<file path="src/rtl/updown_counter_param.sv">
// updown_counter_param: parametrised synchronous up/down counter with
// enable, parallel load, programmable modulus (0..mod_max) and selectable
// wrap/saturate behaviour at the bounds. q, wrap and sat_hit are registered.
// at_term is decoded combinationally from q, dir and mod_max.
module updown_counter_param #(
  parameter int               WIDTH   = 4,
  parameter logic [WIDTH-1:0] RST_VAL = {WIDTH{1'b1}}
) (
  input  logic             clk,
  input  logic             rst,
  input  logic             en,
  input  logic             dir,
  input  logic             sat,
  input  logic             load,
  input  logic [WIDTH-1:0] load_val,
  input  logic [WIDTH-1:0] mod_max,
  output logic [WIDTH-1:0] q,
  output logic             at_term,
  output logic             wrap,
  output logic             sat_hit
);

  localparam logic [WIDTH-1:0] ZERO_C = {WIDTH{1'b0}};
  localparam logic [WIDTH-1:0] ONE_C  = {{(WIDTH-1){1'b0}}, 1'b1};

  logic [WIDTH-1:0] q_r;
  logic             wrap_r;
  logic             sat_hit_r;

  logic [WIDTH-1:0] q_next_s;
  logic             wrap_next_s;
  logic             sat_hit_next_s;

  // Next-state decode: load beats count; bounds are checked before any
  // increment/decrement so q+1 and q-1 can never leave 0..2^WIDTH-1.
  always_comb begin
    q_next_s       = q_r;
    wrap_next_s    = 1'b0;
    sat_hit_next_s = 1'b0;
    if (load) begin
      if (load_val > mod_max) begin
        q_next_s = mod_max;
      end else begin
        q_next_s = load_val;
      end
    end else if (en) begin
      if (dir == 1'b0) begin
        if (q_r < mod_max) begin
          q_next_s = q_r + ONE_C;
        end else if (sat == 1'b0) begin
          q_next_s    = ZERO_C;
          wrap_next_s = 1'b1;
        end else begin
          q_next_s       = mod_max;
          sat_hit_next_s = 1'b1;
        end
      end else begin
        if (q_r > mod_max) begin
          // Out of range (e.g. after reset or a shrinking modulus): re-enter
          // at the top of the range without flagging an event.
          q_next_s = mod_max;
        end else if (q_r != ZERO_C) begin
          q_next_s = q_r - ONE_C;
        end else if (sat == 1'b0) begin
          q_next_s    = mod_max;
          wrap_next_s = 1'b1;
        end else begin
          q_next_s       = ZERO_C;
          sat_hit_next_s = 1'b1;
        end
      end
    end else begin
      q_next_s = q_r;
    end
  end

  // State register with synchronous active-high reset.
  always_ff @(posedge clk) begin
    if (rst) begin
      q_r       <= RST_VAL;
      wrap_r    <= 1'b0;
      sat_hit_r <= 1'b0;
    end else begin
      q_r       <= q_next_s;
      wrap_r    <= wrap_next_s;
      sat_hit_r <= sat_hit_next_s;
    end
  end

  assign q       = q_r;
  assign wrap    = wrap_r;
  assign sat_hit = sat_hit_r;

  // Terminal count for the current direction; deliberately independent of en.
  assign at_term = ((dir == 1'b0) && (q_r >= mod_max)) ||
                   ((dir == 1'b1) && (q_r == ZERO_C));

endmodule
</file>
<file path="config.mk">
export PLATFORM = sky130hd
export DESIGN_NAME = updown_counter_param
export DESIGN_NICKNAME = d
export VERILOG_FILES = /design/src/rtl/updown_counter_param.sv
export SDC_FILE = /design/constraint.sdc
export NUM_CORES = 1
export LEC_CHECK = 0
export BUFFER_PORTS_ARGS = -buffer_cell sky130_fd_sc_hd__buf_2
export CORE_MARGIN = 4
export CORE_UTILIZATION = 35
export CTS_BUF_LIST = sky130_fd_sc_hd__clkbuf_8
export CTS_CLUSTER_DIAMETER = 150
export DETAILED_ROUTE_END_ITERATION = 8
export PLACE_DENSITY_LB_ADDON = 0.2
export REMOVE_ABC_BUFFERS = 1
export SLEW_MARGIN = 10
export SYNTH_ARGS = -nofsm -noshare
export SYNTH_HDL_FRONTEND = slang
export SYNTH_SLANG_ARGS = --single-unit
</file>
<file path="constraint.sdc">
create_clock -name clk -period 1.6 [get_ports clk]
set_input_delay 0 -clock clk [delete_from_list [all_inputs] [get_ports clk]]
set_output_delay 0 -clock clk [all_outputs]
set_load 0.1 [all_outputs]
</file>
# ---- Yosys cells after proc, flatten, opt, wreduce, memory -nomap -nowiden
# Cells that the tools add are included.
dict set report classes {
  n_addsub 2
  order_cmp 4
  mux 19
  bitwise_logic 2
  n_reduce_logical 7
}
# op count
set ops {}
lappend ops {{2-to-1 mux 4 bit} 9}
lappend ops {{2-to-1 mux 1 bit} 10}
lappend ops {{greater-than comparator 4 bit} 2}
lappend ops {{adder 4 x 1 -> 4 bit (second input constant)} 1}
lappend ops {{>= comparator 4 bit} 1}
lappend ops {{logical NOT 4 bit} 1}
lappend ops {{less-than comparator 4 bit} 1}
lappend ops {{nonzero test 4 bit} 1}
lappend ops {{subtractor 4 x 1 -> 4 bit (second input constant)} 1}
lappend ops {{OR reduction 3 bit} 1}
lappend ops {{logical AND 1 bit} 2}
lappend ops {{NOT 1 bit} 2}
lappend ops {{nonzero test 2 bit} 1}
lappend ops {{logical OR 1 bit} 1}
dict set report word_totals {
  ff_bits 6
  input_bits 14
  output_inout_bits 7
  word_cells 37
}

# ---- Depth between registers and ports, before layout
dict set report logic_depth {
  ltp_word 6
  depth_mapped 7
  ltp_nobuf 7
}

# ---- Least setup slack after synthesis
# Ideal clock, no wire load.
dict set report synth_timing {
  path_kind {register to output}
  startpoint {reg q_r[0] (netlist: q[0])}
  endpoint {out at_term}
  arrival_ns 3.416
  t_required_ns 1.600
  slack_ns -1.816
  path_stages_with_launch 6
  cell_sequence {dfxtp_1 -> inv_1 -> ha_1 -> nor2b_4 -> o211ai_2 -> a41oi_1}
}
dict set report synth_via {
  elab_chain_cells 3
  word_cells_on_any_way 5
  cone_classes {1 x order compare; 4 x reduce/logical}
}
# item line
set synth_lines {}
lappend synth_lines {{start, declared} 26} ;# logic [WIDTH-1:0] q_r;
lappend synth_lines {{start signal, assigned} 84} ;# q_r <= q_next_s;
lappend synth_lines {{>= comparator 4 bit / logical NOT 4 bit (equally long branches)} {95, 96}}
lappend synth_lines {{logical AND 1 bit (on tied branches)} {95, 96}}
lappend synth_lines {{logical OR 1 bit (*)} 95} ;# assign at_term = ((dir == 1'b0) && (q_r >= mod_max)) ||
lappend synth_lines {{end, declared} 18} ;# output logic at_term,
# Every way passes the cells marked *; elsewhere a longest branch is shown, timed or not.

# ---- Worst setup path after layout
dict set report layout_timing {
  startpoint {reg q_r[1] (netlist: q[1])}
  endpoint {reg q_r[1] (netlist: q[1])}
}
dict set report layout_via {
  elab_chain_cells 6
  word_cells_on_any_way 11
  cone_classes {2 x add/sub; 2 x order compare; 6 x mux; 1 x reduce/logical}
}
# item line
set layout_lines {}
lappend layout_lines {{subtractor 4 x 1 -> 4 bit / nonzero test 4 bit (equally long branches)} {63, 62}}
lappend layout_lines {{2-to-1 mux 4 bit} 62} ;# end else if (q_r != ZERO_C) begin
lappend layout_lines {{2-to-1 mux 4 bit} 58} ;# if (q_r > mod_max) begin
lappend layout_lines {{2-to-1 mux 4 bit (*)} 47} ;# if (dir == 1'b0) begin
lappend layout_lines {{2-to-1 mux 4 bit (*)} 46} ;# end else if (en) begin
lappend layout_lines {{2-to-1 mux 4 bit (*)} 40} ;# if (load) begin
# Every way passes the cells marked *; elsewhere a longest branch is shown, timed or not. The select of a mux whose other input is x is not followed.
# A chain may end at the register's enable or synchronous reset.

==> qor.txt <==
Outcome: complete, but fails checks
Failing checks: negative setup slack
PD cells: 793 nW/µm²
Placed Area: 1090 µm²
RSZ-0062 raised after global routing: true
Vias in the first global route: 1039
Most common cell after layout, fill and taps aside: buf_2
Mapped Area: 808 µm²
Final Non-Filler Cells: 180
Worst-margin pin slew: 0.643 ns
Via count: 1057
Combinational power share: 63.7%
Synth area leaders: ha_1 (15%), dfxtp_1 (15%), a21oi_1 (8.0%), mux2i_1 (5.0%), o21ai_0 (4.3%)
Worst Setup Path Type: flip-flop to flip-flop
HPWL Detailed: 2100 µm
CP arrival: 1.87 ns
CP Launch Type: flip-flop
Count of pins over their slew limit: 0
CTS Root Cell: clkbuf_8
Synth cell types: 35
Peak supply drop: 0.505 mV
Detail Route Antenna Nets: 0
Overflow left after global routing: 0
CTS Buffer Depth: 2
Post-synth top flop: dfxtp_1
Share of cells above drive strength 1: 53.9%
Fin crit period: 1.75 ns
Detailed Routing Iterations Pass 1: 4
Most frequent cells in the layout: buf_2 (19), buf_4 (18), a21oi_1 (11)
Die Span Y: 56.1 µm
Seq pwr share: 15.6%
P_int: 0.000638 W
Sequential-to-total area share from yosys stat: 14.9%
P_leak: 0.610 nW
Max_cap viols: 0
H-tree depth: 1
Skew-Pair Late Insertion Delay: 0.23 ns
Final instance area: 1440 µm²
Row count: 17
Fmax: 570 MHz
Post-detailed-route DRC marker count: 0
# port buffers: 20
Io pins: 21
Final Hold Fails: 0
TritonCTS Sinks: 6
DIE WIDTH: 56.1 µm
Wire length per cell: 18.5 µm
Starting Density: 36.5%
Cells after DPL: 169
Fill cells: 171
Syn_area_per_cell: 7.85 µm²
Sw Share: 44.2%
Max-slew headroom: 56.1%
Post-route setup slack: -0.155 ns
Tot GR Track Use: 19.5%
Worst Setup End Kind: flip-flop
Tightest Hold Check Type: primary input to flip-flop
Initial DRC Count: 36
Fin nets: 178
Crit share post-route: 110%
Placement Setup Slack: -0.147 ns
Clock-pin slew on the worst setup and hold paths: 0.04 ns
CTS buffer count: 3
EDFF count, synth: 0
Initial antenna violation count: 0
Hold_buf cts: 0
Clock network fraction of design power: 20.7%
Die Area: 3140 µm²
Syn-to-layout area delta: 78.2%
WHS: 0.0627 ns
#FFs+latches synth: 6
Top cell type's share of synthesized area: 15.5%
Via density: 5.87
Worst-path fanout max: 4
TritonCTS clock tree: built
Antenna diodes: 0
Largest net degree at the start of global routing: 9
Routability cong.: 0.840
Synth area leader: ha_1
Setup violators final: 7
CORE AREA: 2210 µm²
Synth warn: 0
Final wirelength: 3330 µm
First-pass GRT wire length: 4860 µm
Critical Path RT: 1.72 ns
Psw: 0.000504 W
Worst Skew: 0.00449 ns
Post-Synthesis Cells: 103
Synth async-reset ratio: 0%
==> layout make-up <==
cell class	instances	area, µm²	share of cell area (%)
clock buffers	3	41.3	2.87
flip-flops and latches	6	125	8.69
repair buffers	46	349	24.2
multi-input cells	89	855	59.3
well taps	28	35.0	2.43
inverters	8	35.0	2.43
==> synthesized netlist by cell type (3+ instances only) <==
cell,instances
nor2b_1,4
nor2_1,7
nor3_1,3
o221ai_1,3
a21oi_1,13
ha_1,10
mux2i_1,4
o21ai_0,7
a211oi_1,3
nand2_1,6
dfxtp_1,6
inv_1,8
o31ai_1,3
==> stage by stage <==
step / util (%) / setup TNS (ns) / power [W]
detailed placement: 49.4 / -0.694 / 0.000698
global placement: 49.4 / -0.586 / 0.000693
CTS: 57.8 / -0.564 / 0.00101
floorplan: - / -6.86 / 0.000519
finish: 65.1 / -0.767 / 0.00114
global route: 65.1 / -1.21 / 0.00120
==> path summary, 6_finish.rpt <==
path | startpoint | end | slack [ns] | cells past startpoint
max reg2reg | q[1] | q[1] | -0.15 | 7
max | q[1] | q[1] | -0.15 | 7
min reg2reg | q[0] | q[0] | 0.70 | 3
min | rst | sat_hit | 0.06 | 2
==> registers in the layout, indices dropped and copies added (netlist names) <==
name	cells
wrap	1
q	4
sat_hit	1
==> power groups by stage <==
stage / sequential, W / combinational, W / clock, W
after CTS: 0.000177 / 0.000599 / 0.000234
after floorplan: 0.000272 / 0.000247 / 0
after global routing: 0.000179 / 0.000775 / 0.000241
final: 0.000178 / 0.000728 / 0.000236
after detailed placement: 0.000172 / 0.000525 / 0
after global placement: 0.000171 / 0.000521 / 0
==> what timing repair did <==
action,in CTS,in global routing
setup buffers,3,5
resized for setup,25,25
setup endpoints to repair,7,7
pin swaps,8,12
==> critical path, cell delays in order (launching register included) <==
cell and delay, ns:
dfxtp_4 0.35, ha_4 0.21, nor2b_4 0.13, o211a_4 0.25, o21ai_4 0.24, buf_6 0.14
a211oi_2 0.05, o221ai_1 0.26
==> cell families after synthesis <==
logic type                 count (synthesis)  synth area share (%)
buffers and inverters                      8                  3.72
muxes                                      4                  4.95
adders and majority gates                 10                  15.5
and+or+nand+nor                           32                  23.2
xor gates and xnor gates                   3                  3.25
DFF                                        6                  14.9
AOI/OAI and AO/OA                         40                  34.5
==> metal layers <==
layer | GRT usage (%) | vias to the layer above | wire length (µm)
li1 | - | 496 | -
met1 | 24.0 | 504 | 1370
met2 | 32.2 | 47 | 1690
met3 | 2.32 | 10 | 154
met4 | 11.2 | 0 | 110
met5 | 0 | - | 0
Note: power is estimated with default switching activity, not from simulation.
